[src/rtl/span_rasterizer.sv]
// span_rasterizer: walks one horizontal span, issuing one fragment at a time
// to a depth comparator and waiting for its written handshake before moving on.
//
// Ports
//   clock, reset        sole clock; synchronous active-high reset
//   span_valid/ready    span descriptor handshake (ready only when idle)
//   span_y              row of the span
//   span_x_start/_end   inclusive column bounds (end clipped to X_MAX)
//   span_depth          depth at x_start (unsigned)
//   span_depth_step     signed per-column depth increment
//   span_color          constant color for the whole span
//   pixel_out           current fragment {x, y, depth, color}
//   pixel_valid         fragment presented to the depth comparator
//   pixel_written       comparator done flag; a low-then-high sequence retires
//   busy                a span is in progress

package span_raster_pkg;
    localparam int DEPTH_W = 16;
    localparam int COLOR_W = 24;
    localparam int COORD_W = 10;

    typedef struct packed {
        logic [DEPTH_W-1:0] depth;
        logic [COLOR_W-1:0] color;
    } pixel_t;

    typedef struct packed {
        logic [COORD_W-1:0] x;
        logic [COORD_W-1:0] y;
        pixel_t             pixel;
    } pixel_info_t;
endpackage

// state     | meaning
// ----------+-----------------------------------------------------------
// IDLE      | ready for a span, no fragment outstanding
// ISSUE     | fragment presented, waiting for written to go low
// WAIT_DONE | written seen low, waiting for it to rise to retire fragment
module span_rasterizer
    import span_raster_pkg::*;
#(
    parameter int X_MAX   = 639,
    parameter int DEPTH_W = span_raster_pkg::DEPTH_W
) (
    input  logic                clock,
    input  logic                reset,
    input  logic                span_valid,
    output logic                span_ready,
    input  logic [9:0]          span_y,
    input  logic [9:0]          span_x_start,
    input  logic [9:0]          span_x_end,
    input  logic [DEPTH_W-1:0]  span_depth,
    input  logic [DEPTH_W-1:0]  span_depth_step,
    input  logic [COLOR_W-1:0]  span_color,
    output pixel_info_t         pixel_out,
    output logic                pixel_valid,
    input  logic                pixel_written,
    output logic                busy
);

    localparam logic [1:0] IDLE      = 2'd0;
    localparam logic [1:0] ISSUE     = 2'd1;
    localparam logic [1:0] WAIT_DONE = 2'd2;

    localparam logic [9:0]         X_MAX_L   = 10'(X_MAX);
    localparam logic [DEPTH_W-1:0] DEPTH_MAX = '1;

    logic [1:0]         state;
    logic [9:0]         x_q;
    logic [9:0]         x_end_q;
    logic [9:0]         y_q;
    logic [DEPTH_W-1:0] depth_q;
    logic [DEPTH_W-1:0] step_q;
    logic [COLOR_W-1:0] color_q;

    logic [9:0]         eff_end;
    logic               span_empty;
    logic               accept;
    logic               last_col;
    // Two guard bits so an unsigned depth plus a signed step can never wrap
    // before the saturation compare.
    logic signed [DEPTH_W+1:0] depth_sum;
    logic [DEPTH_W-1:0]        depth_next;

    assign eff_end    = (span_x_end > X_MAX_L) ? X_MAX_L : span_x_end;
    assign span_empty = span_x_start > eff_end;
    assign span_ready = (state == IDLE);
    assign accept     = span_valid && span_ready;
    assign last_col   = (x_q == x_end_q);

    assign depth_sum = $signed({2'b00, depth_q})
                     + $signed({{2{step_q[DEPTH_W-1]}}, step_q});

    always_comb begin
        depth_next = depth_sum[DEPTH_W-1:0];
        if (depth_sum < 0)
            depth_next = '0;
        else if (depth_sum > $signed({2'b00, DEPTH_MAX}))
            depth_next = DEPTH_MAX;
    end

    always_ff @(posedge clock) begin
        if (reset) begin
            state   <= IDLE;
            x_q     <= '0;
            x_end_q <= '0;
            y_q     <= '0;
            depth_q <= '0;
            step_q  <= '0;
            color_q <= '0;
        end else begin
            case (state)
                IDLE: begin
                    // Empty spans are consumed here without touching the
                    // fragment registers.
                    if (accept && !span_empty) begin
                        state   <= ISSUE;
                        x_q     <= span_x_start;
                        x_end_q <= eff_end;
                        y_q     <= span_y;
                        depth_q <= span_depth;
                        step_q  <= span_depth_step;
                        color_q <= span_color;
                    end
                end
                ISSUE: begin
                    if (!pixel_written)
                        state <= WAIT_DONE;
                end
                WAIT_DONE: begin
                    if (pixel_written) begin
                        if (last_col) begin
                            state <= IDLE;
                        end else begin
                            state   <= ISSUE;
                            x_q     <= x_q + 10'd1;
                            depth_q <= depth_next;
                        end
                    end
                end
                default: state <= IDLE;
            endcase
        end
    end

    assign pixel_valid = (state == ISSUE) || (state == WAIT_DONE);
    assign busy        = (state != IDLE);

    assign pixel_out.x           = x_q;
    assign pixel_out.y           = y_q;
    assign pixel_out.pixel.depth = depth_q;
    assign pixel_out.pixel.color = color_q;

endmodule

[config.mk]
export PLATFORM = sky130hd
export DESIGN_NAME = span_rasterizer
export DESIGN_NICKNAME = d
export VERILOG_FILES = /design/src/rtl/span_rasterizer.sv
export SDC_FILE = /design/constraint.sdc
export NUM_CORES = 1
export LEC_CHECK = 0
export CAP_MARGIN = 20
export CORE_ASPECT_RATIO = 1.5
export CORE_MARGIN = 4
export CORE_UTILIZATION = 50
export CTS_CLUSTER_DIAMETER = 200
export DETAILED_ROUTE_END_ITERATION = 6
export PLACE_DENSITY_LB_ADDON = 0.08
export SETUP_SLACK_MARGIN = 0.1
export SLEW_MARGIN = 20
export SYNTH_ARGS = -nofsm -noshare
export SYNTH_HDL_FRONTEND = slang
export SYNTH_SLANG_ARGS = --single-unit
[constraint.sdc]
create_clock -name clock -period 4.55 [get_ports clock]
set_clock_uncertainty 0.1 [all_clocks]
set_input_delay 0.91 -clock clock [delete_from_list [all_inputs] [get_ports clock]]
set_output_delay 0.91 -clock clock [all_outputs]
set_load 0.005 [all_outputs]
==> impl_metrics.ini <==
[clock_network]
clk_pin_slew_worst_paths_ns = 0.07
clock_sinks = 88
root_buffer = clkbuf_16
cts_tree = yes
htree_levels = 3
clk_path_buf_depth = 2
cts_made_buffers = 9
hold_buffers = 0
clk_latency_ns = 0.35

[job]
cap_violations = 0

[route]
wl_met2_mm = 7.828
routed_wl_mm = 14.12
wl_per_cell_um = 17.03
via_count = 4669
vias_per_cell = 5.632
ant_nets = 0
drt-initial-drc-count = 190
drc_errors = 0
highest_layer = met4
wl_met3_um = 822
route.layer.met1.wl_mm = 5.020
dr.pass1.iters = 4

[timing]
finalHoldViolCount = 0
drv_slew = 0
max_freq_ghz = 0.2510
setup_tns_ns = 0
finalCritPeriodShare_pct = 87.56
period_needed_ns = 3.984
rsz0062_at_grt = false
setup_violations = 0
max_slew_margin_pct = 33.95
worst_slew_pin_slew_ns = 0.9897

[die]
die_w_um = 88.71
core_region_area_um2 = 9415
die_h_um = 129.1
io-pin-count = 153
start_util_pct = 51.89
row_count = 43
dieArea_um2 = 11450

[hold_path]
whs_endpoint = depth_q[13]$_SDFFE_PP0P_
hold_path.class = reg2reg
holdCritStartpoint = depth_q[13]$_SDFFE_PP0P_
holdPathStages = 2

[placement]
dp_hpwl_mm = 10.72
dpl-instance-area_um2 = 6521
portBuffers = 152
gp_congestion = 0.8820

[power]
pwr-share-comb_pct = 45.9
p_int_uw = 2114
cellPowerDensity_nw_per_um2 = 497.9
switching_share_pct = 37.64
seqPwrFrac_pct = 33.1
max-vdd-ir-drop_uv = 351.6
p_sw_uw = 1276
p_leak_uw = 0.002735
pwr-share-clk_pct = 21.0

[logic_synthesis]
yosysTopAreaCell = dfxtp_1
synthCells = 568
synth.distinct_cells = 51
ys_async_sr_fraction_pct = 0
synth-edff-count = 0
synth_nets = 692
synth_top_cells_by_area = dfxtp_1, mux2i_1, ha_1
synth_ff_type = dfxtp_1
ys_ff_latch = 88
yosysTopAreaCellShare_pct = 36.06
syn_area_per_cell_um2 = 8.602
yosys_warnings = 0
synth_area_um2 = 4886
synth_seq_area_share_pct = 36.06

[critical_path]
required_ns = 4.72
rr_worst_depth = 10
cp_data_arrival_time_ns = 4.15
r2r_end = depth_q[14]$_SDFFE_PP0P_
setup.worst_path.start_class = input pin
cp-end-kind = flop
worstSetupPathType = in2reg
r2r_setup_slack_ns = 1.47
worst_r2r_startpoint = depth_q[0]$_SDFFE_PP0P_
crit_fanout = 41

[cells_and_area]
drive_gt1_share_pct = 5.307
final_cell_mix = clkdlybuf4s50_1, nor2_1, dfxtp_1
final_common_cell = clkdlybuf4s50_1
syn2layout_area_growth_pct = 39.39
finalInstanceArea_um2 = 6810
layout.nets = 835

[global_routing]
first_global_vias = 4915
grt_pass1_wl_mm = 22.57
gr-usage-all-layers_pct = 25.03
grt_max_degree = 45
antenna_found_initial = 1
overflow = 0

[outcome]
status = completed
==> critical path, cell delays in order <==
cell             delay, ns
clkdlybuf4s50_1       0.50
inv_1                 0.11
nor2_1                0.36
nor2_1                0.11
ha_1                  0.30
a21oi_1               0.16
nor2_1                0.05
a2111oi_0             0.28
buf_4                 0.18
a211o_4               0.15
buf_12                0.25
o221ai_1              0.24
or3_1                 0.41
a21oi_1               0.13
==> power by group through the flow <==
stage               clock, µW  sequential, µW  combinational, µW
CTS                       726            1120               1560
global placement            0            1130               1510
finish                    711            1120               1560
floorplan                   0            1100                932
detailed placement          0            1130               1550
global route              758            1140               1720
==> cells by family (layout without fill, tap and decap cells) <==
group | after synthesis | after routing | synth area share, %
AO/OA/AOI/OAI | 126 | 126 | 18.57
XOR/XNOR | 26 | 26 | 4.814
adder cells (fa/ha/maj) | 34 | 34 | 8.861
buffers and inverters | 48 | 196 | 3.892
flip-flops | 88 | 88 | 36.06
multiplexers | 54 | 54 | 11.09
other | 0 | 1 | 0
AND/OR/NAND/NOR | 192 | 192 | 16.72
==> registers in the layout, summed over array words and instances, names as in the netlist <==
register / count
color_q: 24
depth_q: 16
state: 2
step_q: 16
x_end_q: 10
x_q: 10
y_q: 10
==> Yosys cell counts, types with 2 or more instances <==
master / instances
a311oi_1: 7
a21o_1: 5
nor2_1: 109
and3_1: 2
o21ai_1: 14
xnor2_1: 13
nor4_1: 5
a31oi_1: 8
mux2i_1: 53
ha_1: 33
a211o_1: 10
a21oi_1: 34
inv_1: 20
o2bb2ai_1: 2
nor3_1: 9
a221oi_2: 6
nand2b_1: 3
buf_1: 3
nor2b_1: 8
buf_2: 8
clkbuf_1: 17
nand2_1: 36
xor2_1: 12
o211ai_1: 3
nand3_1: 10
o21ai_0: 4
nor3b_1: 2
dfxtp_1: 88
o31ai_1: 3
nand4_1: 5
a22o_1: 2
a211oi_1: 8
o22ai_1: 8
==> through the flow <==
stage / cells / setup WS [ns] / hold WS (ns) / total power [µW] / util (%)
final: 829 / 0.5660 / 0.3878 / 3391 / 72.33
after global routing: 829 / 0.2617 / 0.4105 / 3621 / 72.33
after detailed placement: 812 / -0.06654 / 0.3751 / 2683 / 69.26
after CTS: 828 / 0.3150 / 0.3854 / 3403 / 72.23
after floorplan: 568 / 1.122 / 0.3621 / 2033 / -
after global placement: 812 / 0.1103 / 0.3690 / 2638 / 69.26
==> how the worst max path moves through the flow <==
stage	cells past startpoint	end	slack, ns	startpoint
after detailed placement	12	depth_q[3]$_SDFFE_PP0P_	-0.07	span_x_end[9]
after global routing	14	state[0]$_SDFFE_PP0P_	0.26	span_x_end[9]
final	14	state[0]$_SDFFE_PP0P_	0.57	span_x_end[9]
after CTS	12	depth_q[3]$_SDFFE_PP0P_	0.31	span_x_end[9]
after floorplan	13	depth_q[3]$_SDFFE_PP0P_	1.12	span_x_end[9]
after global placement	12	depth_q[3]$_SDFFE_PP0P_	0.11	span_x_end[9]
==> layer usage <==
metal | global-route usage [%] | vias up
li1 | - | 2308
met1 | 25.70 | 2178
met2 | 46.72 | 149
met3 | 6.361 | 34
met4 | 10.41 | 0
met5 | 0 | -
==> cell type report <==
type,count,area [µm²]
Clock buffer,10,229.0
Clock inverter,6,50.05
Multi-Input combinational cell,432,2950
Timing Repair Buffer,160,1602
Antenna cell,1,2.502
Sequential cell,88,1762
Tap cell,112,140.1
Fill cell,750,2605
Inverter,20,75.07
==> timing repair <==
action,4_1_cts,5_1_grt
hold endpoints to repair,0,0
gates resized for setup,0,1
setup buffers,0,0
setup endpoints to repair,0,6
(Power assumes the default switching activity.)
==> RTL change (same settings) <==
Set the package constant `COLOR_W` to 36 (it was 24).
--- a/src/rtl/span_rasterizer.sv
+++ b/src/rtl/span_rasterizer.sv
@@ -16,7 +16,7 @@
 
 package span_raster_pkg;
     localparam int DEPTH_W = 16;
-    localparam int COLOR_W = 24;
+    localparam int COLOR_W = 36;
     localparam int COORD_W = 10;
 
     typedef struct packed {
Interface: changed (resized pixel_out and span_color); port bits go from 153 to 177. The function was not compared with the original's and may differ.
==> RTL change against the unedited design <==
  * Total power rose by 8.2%
  * Final area rose by 12%
  * Register-to-register slack got worse by 0.12 ns
  * Sequential cell count rose by 12
  * Synthesized area rose by 12%
  * Worst setup slack barely moved
  * Routed wire length rose by 17%
  * First-iteration DRC count rose by 26%
  * Fmax barely moved
  * Critical path type unchanged
==> RTL change: results (changes against the unedited design) <==
| Metric | Value |
|---|---|
| Status | complete, no violations |
| Number of detailed-route iterations in the first pass | 4 (unchanged) |
| Port Buffers | 176 (+16%) |
| CP delay by family, top | simple AND/OR/NAND/NOR gates |
| Worst slew margin | 0.551 (+0.212) |
| HPWL Detailed | 12.5 mm (+17%) |
| Largest regs | color_q (36), depth_q (16), step_q (16) |
| Ys async rst share | 0 (unchanged) |
| Seq/Total Area, Yosys | 0.364 (+0.00382) |
| Overall Global Routing Usage | 0.256 (+0.00617) |
| Cell Area, Placed | 7310 sq um (+12%) |
| Gpl congestion | 0.955 (+8.2%) |
| Placed Cells | 971 (+20%) |
| Critical Path End | depth_q[1]$_SDFFE_PP0P_ |
| Cells on worst reg2reg path | 10 (unchanged) |
| Flop2flop setup slack | 1.35 ns (-0.12 ns) |
| DR WL/cell | 16.8 microns (-1.6%) |
| CTS max path bufs | 2 (unchanged) |
| First-pass GRT wire length | 26.2 mm (+16%) |
| Initial DRC Count | 240 (+26%) |
| Hold WC Path Type | flip-flop to flip-flop |
| Max Clock Freq | 251 MHz (about the same) |
| Ys flop type | dfxtp_1 |
| Post-synthesis cell type count | 73 (+43%) |
| Leak Pwr | 2.93 nW (+7.0%) |
| Syn. warnings | 0 (unchanged) |
| N_diodes | 0 (-1) |
| CTS root buf | clkbuf_16 |
| Drt via density | 5.57 (-1.1%) |
| Ranking of synthesized cells by area | dfxtp_1 36%, nand2_1 10%, a21oi_1 8.6%, ha_1 7.5%, nor2_1 2.9% |
| Reg2reg end | depth_q[8]$_SDFFE_PP0P_ |
| Core area | 10,600 sq um (+13%) |
| Setup bufs post-CTS | 0 (unchanged) |
| Arr. time, crit path | 4.13 ns (-0.02 ns) |
| Mapped Cells | 680 (+20%) |
| Critical path peak fanout | 9 (-78%) |
| Share of layout cells above drive strength 1 | 0.0652 (+0.0122) |
| Maximum vdd drop | 0.315 mV (-11%) |
| Post-synth top cells | 152 x nand2_1, 100 x dfxtp_1, 94 x a21oi_1, 43 x nor2_1, 33 x ha_1 |
| Htree depth | 3 (unchanged) |
| Pin count of the biggest net entering global routing | 58 (+29%) |
| Worst slack, placed | 0.233 ns (+0.299 ns) |
| Antenna violations before repair | 0 (-1) |
| CP max-delay cell | clkdlybuf4s50_1 |
| Synthesized Nets | 816 (+18%) |
| Via count | 5,500 (+18%) |
RTL change: power breakdown:
part           leakage, nW  internal, W  total [W]  switching, W
Combinational         1.96     0.000791    0.00162      0.000825
Sequential           0.820      0.00107    0.00126      0.000183
Clock                0.143     0.000434   0.000794      0.000360
Total                 2.93      0.00230    0.00367       0.00137
RTL change: cell families after synthesis:
logic type	count (synthesis)	share of synthesized area
and+or+nand+nor	244	0.193
AOI/OAI and AO/OA	207	0.255
DFF	100	0.364
buffers and inverters	62	0.0519
adders and majority gates	34	0.0788
xor gates and xnor gates	22	0.0364
muxes	11	0.0203
RTL change: worst min path at each step:
stage	from	endpoint	slack, ns	depth (start not counted)
2_1_floorplan	step_q[0]$_SDFFE_PP0P_	step_q[0]$_SDFFE_PP0P_	0.34	2
3_3_place_gp	color_q[12]$_SDFFE_PP0P_	color_q[12]$_SDFFE_PP0P_	0.34	2
3_5_place_dp	y_q[8]$_SDFFE_PP0P_	y_q[8]$_SDFFE_PP0P_	0.34	2
4_1_cts	color_q[1]$_SDFFE_PP0P_	color_q[1]$_SDFFE_PP0P_	0.35	2
5_1_grt	y_q[9]$_SDFFE_PP0P_	y_q[9]$_SDFFE_PP0P_	0.37	2
6_report	color_q[1]$_SDFFE_PP0P_	color_q[1]$_SDFFE_PP0P_	0.35	2
RTL change: layer usage:
| layer | vias up | wire (microns) | GRT usage |
|---|---|---|---|
| met4 | 0 | 335 | 0.0859 |
| li1 | 2718 | - | - |
| met1 | 2576 | 6330 | 0.282 |
| met3 | 29 | 1040 | 0.0609 |
| met5 | - | 0 | 0 |
| met2 | 177 | 8840 | 0.477 |
RTL change: final cells by class:
class	count	area, sq um
repair buffers	187	1840
inverters	22	82.6
well taps	144	180
fillers	851	3030
clock inverters	7	80.1
multi-input cells	518	3210
clock buffers	9	225
flip-flops and latches	100	2000
